$ cat src/rtl/mem_port_arbiter_if.sv
// ---------------------------------------------------------------------------
// mem_port_arbiter_if
//   Requester-side bundle of one memory port of mem_port_arbiter.
//   The requester drives a command (req/we/addr/wdata) and holds it until
//   gnt is seen high. Read data returns later as a one-cycle rvalid pulse,
//   and rdata holds its value until the next read response.
//
//   Signals:
//     req    requester -> arbiter  request, held with command until granted
//     we     requester -> arbiter  1 = write, 0 = read
//     addr   requester -> arbiter  byte address (passed through unmodified)
//     wdata  requester -> arbiter  write data
//     gnt    arbiter -> requester  command accepted this cycle (combinational)
//     rvalid arbiter -> requester  read data valid, one-cycle pulse
//     rdata  arbiter -> requester  read data, held until next read response
//
//   Modports: master = requester side, slave = arbiter side.
// ---------------------------------------------------------------------------
interface mem_port_arbiter_if #(
  parameter int ADDR_W = 32,
  parameter int DATA_W = 32
);
  logic              req;
  logic              we;
  logic [ADDR_W-1:0] addr;
  logic [DATA_W-1:0] wdata;
  logic              gnt;
  logic              rvalid;
  logic [DATA_W-1:0] rdata;

  modport master (
    output req, we, addr, wdata,
    input  gnt, rvalid, rdata
  );

  modport slave (
    input  req, we, addr, wdata,
    output gnt, rvalid, rdata
  );
endinterface

$ cat src/rtl/mem_port_arbiter.sv
// ---------------------------------------------------------------------------
// mem_port_arbiter
//   Shares one single-ported memory with a combinational read path between
//   two requesters. Three stages:
//     arbitration - combinational grant, at most one port per cycle
//     command     - registers the winning command and drives the memory
//     response    - registers read data into the owning port, rvalid pulse
//   Accept-to-rvalid latency is 2 cycles; total throughput 1 access/cycle.
//
//   Parameters:
//     ADDR_W  address width
//     DATA_W  data width
//     RR_EN   1 = round-robin, 0 = fixed priority (port 0 always wins)
//
//   Ports:
//     clk               system clock, all state on posedge
//     rst_n             synchronous active-low reset
//     p0, p1            requester ports (mem_port_arbiter_if.slave)
//     o_mem_write       memory write strobe
//     o_mem_address     memory address
//     o_mem_write_data  memory write data
//     i_mem_read_data   memory read data (combinational read)
//     o_p0_gnt_cnt,
//     o_p1_gnt_cnt      16-bit wrapping accept counters, only present when
//                       the macro ARB_GRANT_CNT_EN is defined
// ---------------------------------------------------------------------------
module mem_port_arbiter #(
  parameter int ADDR_W = 32,
  parameter int DATA_W = 32,
  parameter bit RR_EN  = 1'b1
) (
  input  logic              clk,
  input  logic              rst_n,
  mem_port_arbiter_if.slave p0,
  mem_port_arbiter_if.slave p1,
  output logic              o_mem_write,
  output logic [ADDR_W-1:0] o_mem_address,
  output logic [DATA_W-1:0] o_mem_write_data,
  input  logic [DATA_W-1:0] i_mem_read_data
`ifdef ARB_GRANT_CNT_EN
  ,
  output logic [15:0]       o_p0_gnt_cnt,
  output logic [15:0]       o_p1_gnt_cnt
`endif
);

  // Round-robin pointer: 0 = port 0 has priority, 1 = port 1 has priority.
  logic              r_rr_ptr;

  logic              r_cmd_valid;
  logic              r_cmd_we;
  logic              r_cmd_port;
  logic [ADDR_W-1:0] r_cmd_addr;
  logic [DATA_W-1:0] r_cmd_wdata;

  logic              r_p0_rvalid;
  logic              r_p1_rvalid;
  logic [DATA_W-1:0] r_p0_rdata;
  logic [DATA_W-1:0] r_p1_rdata;

  logic              w_p0_wins;
  logic              w_gnt0;
  logic              w_gnt1;
  logic              w_accept;
  logic              w_sel_we;
  logic [ADDR_W-1:0] w_sel_addr;
  logic [DATA_W-1:0] w_sel_wdata;
  logic              w_rd_p0;
  logic              w_rd_p1;

  // Grants are gated by rst_n so nothing is accepted while reset is held.
  always_comb begin
    w_p0_wins = 1'b1;
    if (RR_EN) begin
      w_p0_wins = ~r_rr_ptr;
    end
    w_gnt0 = rst_n & p0.req & (~p1.req | w_p0_wins);
    w_gnt1 = rst_n & p1.req & ~w_gnt0;
  end

  assign w_accept    = w_gnt0 | w_gnt1;
  assign w_sel_we    = w_gnt0 ? p0.we    : p1.we;
  assign w_sel_addr  = w_gnt0 ? p0.addr  : p1.addr;
  assign w_sel_wdata = w_gnt0 ? p0.wdata : p1.wdata;

  // Read in the command stage: its data is captured for the owning port at
  // the end of this cycle, so rvalid appears the following cycle.
  assign w_rd_p0 = r_cmd_valid & ~r_cmd_we & ~r_cmd_port;
  assign w_rd_p1 = r_cmd_valid & ~r_cmd_we &  r_cmd_port;

  always_ff @(posedge clk) begin
    if (!rst_n) begin
      r_rr_ptr    <= 1'b0;
      r_cmd_valid <= 1'b0;
      r_cmd_we    <= 1'b0;
      r_cmd_port  <= 1'b0;
      r_cmd_addr  <= '0;
      r_cmd_wdata <= '0;
      r_p0_rvalid <= 1'b0;
      r_p1_rvalid <= 1'b0;
      r_p0_rdata  <= '0;
      r_p1_rdata  <= '0;
    end else begin
      r_cmd_valid <= w_accept;
      // Address/data hold their last values when nothing is accepted.
      if (w_accept) begin
        r_cmd_we    <= w_sel_we;
        r_cmd_port  <= w_gnt1;
        r_cmd_addr  <= w_sel_addr;
        r_cmd_wdata <= w_sel_wdata;
        // After any grant the other port gets priority.
        r_rr_ptr    <= w_gnt0;
      end
      r_p0_rvalid <= w_rd_p0;
      r_p1_rvalid <= w_rd_p1;
      if (w_rd_p0) begin
        r_p0_rdata <= i_mem_read_data;
      end
      if (w_rd_p1) begin
        r_p1_rdata <= i_mem_read_data;
      end
    end
  end

  assign p0.gnt    = w_gnt0;
  assign p1.gnt    = w_gnt1;
  assign p0.rvalid = r_p0_rvalid;
  assign p1.rvalid = r_p1_rvalid;
  assign p0.rdata  = r_p0_rdata;
  assign p1.rdata  = r_p1_rdata;

  // rst_n is folded in so a write sitting in the command stage while reset
  // is asserted never reaches the memory.
  assign o_mem_write      = r_cmd_valid & r_cmd_we & rst_n;
  assign o_mem_address    = r_cmd_addr;
  assign o_mem_write_data = r_cmd_wdata;

`ifdef ARB_GRANT_CNT_EN
  logic [15:0] r_p0_gnt_cnt;
  logic [15:0] r_p1_gnt_cnt;

  // Counters wrap naturally from 16'hFFFF to 0.
  always_ff @(posedge clk) begin
    if (!rst_n) begin
      r_p0_gnt_cnt <= '0;
      r_p1_gnt_cnt <= '0;
    end else begin
      if (w_gnt0) begin
        r_p0_gnt_cnt <= r_p0_gnt_cnt + 16'd1;
      end
      if (w_gnt1) begin
        r_p1_gnt_cnt <= r_p1_gnt_cnt + 16'd1;
      end
    end
  end

  assign o_p0_gnt_cnt = r_p0_gnt_cnt;
  assign o_p1_gnt_cnt = r_p1_gnt_cnt;
`endif

endmodule

$ cat src/flat_wrapper.sv
// flat-port wrapper written by rule: the top's interface ports become plain ports
module mem_port_arbiter_flat 
#(
  parameter int ADDR_W = 32,
  parameter int DATA_W = 32,
  parameter bit RR_EN  = 1'b1
)
  (clk, rst_n, o_mem_write, o_mem_address, o_mem_write_data, i_mem_read_data, p0_req, p0_we, p0_addr, p0_wdata, p0_gnt, p0_rvalid, p0_rdata, p1_req, p1_we, p1_addr, p1_wdata, p1_gnt, p1_rvalid, p1_rdata);
  mem_port_arbiter_if #(.ADDR_W(ADDR_W), .DATA_W(DATA_W)) p0_i ();
  mem_port_arbiter_if #(.ADDR_W(ADDR_W), .DATA_W(DATA_W)) p1_i ();
  input  logic clk;
  input  logic rst_n;
  output logic o_mem_write;
  output logic [ADDR_W-1:0] o_mem_address;
  output logic [DATA_W-1:0] o_mem_write_data;
  input  logic [DATA_W-1:0] i_mem_read_data;
  input wire logic [$bits(p0_i.req)-1:0] p0_req;
  input wire logic [$bits(p0_i.we)-1:0] p0_we;
  input wire logic [$bits(p0_i.addr)-1:0] p0_addr;
  input wire logic [$bits(p0_i.wdata)-1:0] p0_wdata;
  output wire logic [$bits(p0_i.gnt)-1:0] p0_gnt;
  output wire logic [$bits(p0_i.rvalid)-1:0] p0_rvalid;
  output wire logic [$bits(p0_i.rdata)-1:0] p0_rdata;
  input wire logic [$bits(p1_i.req)-1:0] p1_req;
  input wire logic [$bits(p1_i.we)-1:0] p1_we;
  input wire logic [$bits(p1_i.addr)-1:0] p1_addr;
  input wire logic [$bits(p1_i.wdata)-1:0] p1_wdata;
  output wire logic [$bits(p1_i.gnt)-1:0] p1_gnt;
  output wire logic [$bits(p1_i.rvalid)-1:0] p1_rvalid;
  output wire logic [$bits(p1_i.rdata)-1:0] p1_rdata;
  assign p0_i.req = p0_req;
  assign p0_i.we = p0_we;
  assign p0_i.addr = p0_addr;
  assign p0_i.wdata = p0_wdata;
  assign p0_gnt = p0_i.gnt;
  assign p0_rvalid = p0_i.rvalid;
  assign p0_rdata = p0_i.rdata;
  assign p1_i.req = p1_req;
  assign p1_i.we = p1_we;
  assign p1_i.addr = p1_addr;
  assign p1_i.wdata = p1_wdata;
  assign p1_gnt = p1_i.gnt;
  assign p1_rvalid = p1_i.rvalid;
  assign p1_rdata = p1_i.rdata;
  mem_port_arbiter #(.ADDR_W(ADDR_W), .DATA_W(DATA_W), .RR_EN(RR_EN)) u_core (.clk(clk), .rst_n(rst_n), .p0(p0_i), .p1(p1_i), .o_mem_write(o_mem_write), .o_mem_address(o_mem_address), .o_mem_write_data(o_mem_write_data), .i_mem_read_data(i_mem_read_data));
endmodule
$ cat config.mk
export PLATFORM = sky130hd
export DESIGN_NAME = mem_port_arbiter_flat
export DESIGN_NICKNAME = d
export VERILOG_FILES = /design/src/rtl/mem_port_arbiter_if.sv /design/src/rtl/mem_port_arbiter.sv /design/src/flat_wrapper.sv
export SDC_FILE = /design/constraint.sdc
export NUM_CORES = 1
export LEC_CHECK = 0
export BUFFER_PORTS_ARGS = -buffer_cell sky130_fd_sc_hd__buf_2
export CORE_MARGIN = 4
export CORE_UTILIZATION = 40
export CTS_BUF_LIST = sky130_fd_sc_hd__clkbuf_2
export DETAILED_ROUTE_END_ITERATION = 7
export PLACE_DENSITY = 0.82
export SLEW_MARGIN = 20
export SYNTH_ARGS = -nofsm -noshare
export SYNTH_HDL_FRONTEND = slang
export SYNTH_SLANG_ARGS = --single-unit
$ cat constraint.sdc
create_clock -name clk -period 1.3 [get_ports clk]
set_input_delay 0.13 -clock clk [delete_from_list [all_inputs] [get_ports clk]]
set_output_delay 0.13 -clock clk [all_outputs]
set_load 0.03 [all_outputs]
# Word level (Yosys, flattened, before mapping)
# Index checks and enable logic that the tools add are counted.
# totals
register_bits,134
inputBits,166
out_inout_bits,133
wordCells,29
# op_classes
muxes,3
n_bitwise,16
# ops
op,n
$mux 32,2
$and 1x1->1,9
$not 1->1,5
$or 1x1->1,2
$mux 1,1

# Depth between registers and ports, before layout
# depth
depth_word,6
mapped_depth,6
depth_no_buf,3

# Worst setup path after synthesis
# Ideal clock, no wire load.
# synth_path
kind,reg2reg
start,register u_core.r_cmd_we
end,register u_core.r_p0_rdata[10] (netlist: u_core.p0.rdata[10])
setup_ns,0.116
arrival_time_ns,1.068
slack_ns,0.116
path_stages_with_launch,6
path_buffers,2
synth_period_minus_slack_ns,1.184
cell_sequence,dfxtp_1 or3b_1 buf_2 buf_6 nand2_1 a21boi_1
# synth_between
elab_chain_cells,3
# synth_lines
item,line,rtl
start: declaration,mem_port_arbiter.sv:51,logic r_cmd_we;
start signal: assignment,mem_port_arbiter.sv:107,r_cmd_we <= w_sel_we;
$not 1->1,mem_port_arbiter.sv:88,assign w_rd_p0 = r_cmd_valid & ~r_cmd_we & ~r_cmd_port;
$and 1x1->1 (2 in series),mem_port_arbiter.sv:88,
end signal: assignment,mem_port_arbiter.sv:117,r_p0_rdata <= i_mem_read_data;
end: declaration,mem_port_arbiter.sv:58,logic [DATA_W-1:0] r_p0_rdata;
# Every way passes these cells.
# A chain may end at the register's enable or synchronous reset.

# Worst setup path after layout
# layout_path
start,register u_core.r_rr_ptr
end,output port p1_gnt
# layout_between
elab_chain_cells,5
# layout_lines
item,line,rtl
start: declaration,mem_port_arbiter.sv:48,logic r_rr_ptr;
start signal: assignment,mem_port_arbiter.sv:112,r_rr_ptr <= w_gnt0;
$not 1->1,mem_port_arbiter.sv:75,w_p0_wins = ~r_rr_ptr;
$or 1x1->1,mem_port_arbiter.sv:77,w_gnt0 = rst_n & p0.req & (~p1.req | w_p0_wins);
$and 1x1->1,mem_port_arbiter.sv:77,
$not 1->1,mem_port_arbiter.sv:78,w_gnt1 = rst_n & p1.req & ~w_gnt0;
$and 1x1->1,mem_port_arbiter.sv:78,
end: declaration,flat_wrapper.sv:28,output wire logic [$bits(p1_i.gnt)-1:0] p1_gnt;
# Every way passes these cells.

==> flow_summary.yaml <==
status:
  status: "complete, but fails checks"
  violations: "negative hold slack, negative setup slack"
routing:
  drt-initial-drc-count: 814
  wl_per_cell_um: 22.6
  dr.pass1.iters: 5
  drtAntennaViolNets: 0
  drc: 0
  via_per_inst: 5.81
  vias: 7998
  drt_wl_total_mm: 31.1
layout:
  layout_commonest_cell: "nand2_1"
  drive_gt1_share_pct: 48.4
  fin_area_mm2: 0.0111
  mostFrequentLayoutCells: "180 x nand2_1, 174 x dlygate4sd3_1, 164 x buf_2, 140 x buf_6, 130 x dfxtp_2"
  fillCellCount: 684
  syn2layout_area_growth_pct: 95.5
  nets: 1344
sta:
  fin_ws_ps: -394
  slew_headroom_pct: 26.7
  setup_viol_count_final: 187
  hold_viol: 1
  worstMarginPinSlew_ps: 1100
  fin_crit_ps: 1690
  rsz0062_at_grt: "true"
  skew_ps: 31.8
  finalSetupTns_ps: -11220
  fmax_mhz: 590
  whs_ps: -12.9
  drv_slew: 0
  fin_crit_sh_pct: 130
global_route:
  grt_pass1_wl_mm: 43.1
  grt_antenna_before_repair: 3
  overflow: 0
  grt_usage_pct: 33.8
  grt_max_degree: 74
  grt_pass1_vias: 7895
worst_setup_path:
  rr_worst_depth: 6
  worstPathArrival_ps: 1560
  path_max_fanout: 3
  end_kind: "output port"
  worst_path_largest_cell_delay_ps: 370
  cp_slowest_cell: "dfxtp_2"
  start_kind: "register"
  required_ps: 1170
  worst-setup-path-type: "register to output port"
  path_cells: "nand2_4 > nand3_4 > and3_4 > buf_6"
logic_synthesis:
  netlist-cell-type-count: 28
  ys_seq_elements: 134
  ys_seq_area_share_pct: 47.2
  synth_area_mm2: 0.00569
  syn_avg_cell_area_um2: 8.45
  synth_fp_nets: 839
  synth_cells: 673
  yosys_warnings: 0
cts:
  cts_root_buf: "clkbuf_2"
  clk_pin_slew_ps: 190
  insertion_delay_ps: 740
  cts_tree: "built"
  clockBufferDepth: 2
  cts_made_buffers: 17
  cts_sinks: 134
  h-tree-depth: 4
die:
  core_area_mm2: 0.0139
  io_pins: 299
  rows: 43
  start_util_pct: 41.0
  dieWidth_um: 127
  die_h_um: 127
  dieArea_mm2: 0.0162
placement:
  postPlaceCellArea_mm2: 0.00735
  dp_hpwl_mm: 12.6
  port-buffer-count: 298
  gp_congestion: 0.854
  dpl_worst_slack_ps: 55.8
worst_hold_path:
  hold_depth: 4
  worstHoldPathType: "input port to register"
pwr:
  p_per_area_mw_per_mm2: 925
  peakVddDrop_v: 0.000621
  power.total_mw: 10.3
  leakage_nw: 4.90
flow_run:
  max_cap_viol_count: 0
[worst max-delay path: cells and delay by family (launching register included)]
kind / cells / cell delay, ps
and+or+nand+nor: 3 / 350
buffers and inverters: 1 / 130
DFF: 1 / 370
[synth_stat cells (all sizes together)]
cell type	n	area (um2)
buf	41	267
and2	4	25.0
dfxtp	134	2680
nor2b	1	6.26
nand3b	1	7.51
inv	67	251
o21ai	2	10.0
o2111ai	64	561
and3	2	12.5
nand4	1	6.26
a21oi	1	5.00
nand2b	1	6.26
a22oi	1	7.51
o21a	1	7.51
and3b	1	8.76
o211ai	64	480
clkbuf	24	90.1
or3b	1	8.76
nand2	194	728
a31oi	1	6.26
nor3b	2	25.0
nand3	1	5.00
a21boi	64	480
[final cells by class]
| cell class | instances | area, um2 | share of cell area (%) |
|---|---|---|---|
| Antenna cell | 6 | 15.0 | 0.135 |
| Clock buffer | 20 | 100 | 0.900 |
| Clock inverter | 11 | 134 | 1.20 |
| Inverter | 67 | 251 | 2.26 |
| Multi-Input combinational cell | 407 | 2560 | 23.0 |
| Sequential cell | 134 | 2860 | 25.7 |
| Tap cell | 180 | 225 | 2.03 |
| Timing Repair Buffer | 551 | 4980 | 44.8 |
[timing repair]
| action | CTS | global route |
|---|---|---|
| pin swaps | 3 | 7 |
| gates cloned | 0 | 9 |
| gates resized for setup | 407 | 74 |
| hold buffers | 173 | 6 |
| buffers inserted | 10 | 37 |
| setup endpoints to repair | 133 | 244 |
| endpoints found under the hold margin | 134 | 65 |
[cells by family (layout without fill, tap and decap cells)]
family / Yosys count / after routing / synth area share [%]
buffers and inverters: 132 / 649 / 10.7
other: 0 / 6 / 0
flip-flops: 134 / 134 / 47.2
AND/OR/NAND/NOR: 209 / 209 / 14.8
AO/OA/AOI/OAI: 198 / 198 / 27.4
[routing by layer]
metal | wire, um | track usage [%] | share of wire (%) | vias to the layer above
met1 | 10200 | 36.6 | 33 | 3629
met4 | 2860 | 23.3 | 9.2 | 0
met5 | 0 | 0 | 0 | -
li1 | - | - | - | 3347
met2 | 14600 | 57.3 | 47 | 776
met3 | 3500 | 9.49 | 11 | 246
[worst paths after layout]
kind | startpoint | endpoint | slack [ps]
worst max register to register | u_core.r_cmd_we | u_core.p0.rdata[30] | -70
worst min-delay path | p0_req | u_core.o_mem_write_data[23] | -10
worst max-delay path | u_core.r_rr_ptr | p1_gnt | -390
worst min register to register | u_core.p1.rdata[14] | u_core.p1.rdata[14] | 470
[through the flow]
step                util, %  instances
floorplan                 -        673
global route           80.0       1372
global placement       52.9       1108
CTS                    75.1       1322
finish                 80.1       1376
detailed placement     52.9       1108
[sequential cells by signal (all words and copies together), names as in the netlist, 32 cells and up]
signal                   flops
u_core.o_mem_write_data     32
u_core.o_mem_address        32
u_core.p0.rdata             32
u_core.p1.rdata             32
[report_power, final]
group / leakage (nW) / internal [mW] / switching, mW / total, mW
Clock: 0.140 / 1.06 / 1.59 / 2.65
Combinational: 3.60 / 1.47 / 1.53 / 2.99
Sequential: 1.15 / 4.41 / 0.226 / 4.64
Note: power is estimated with default switching activity, not from simulation.
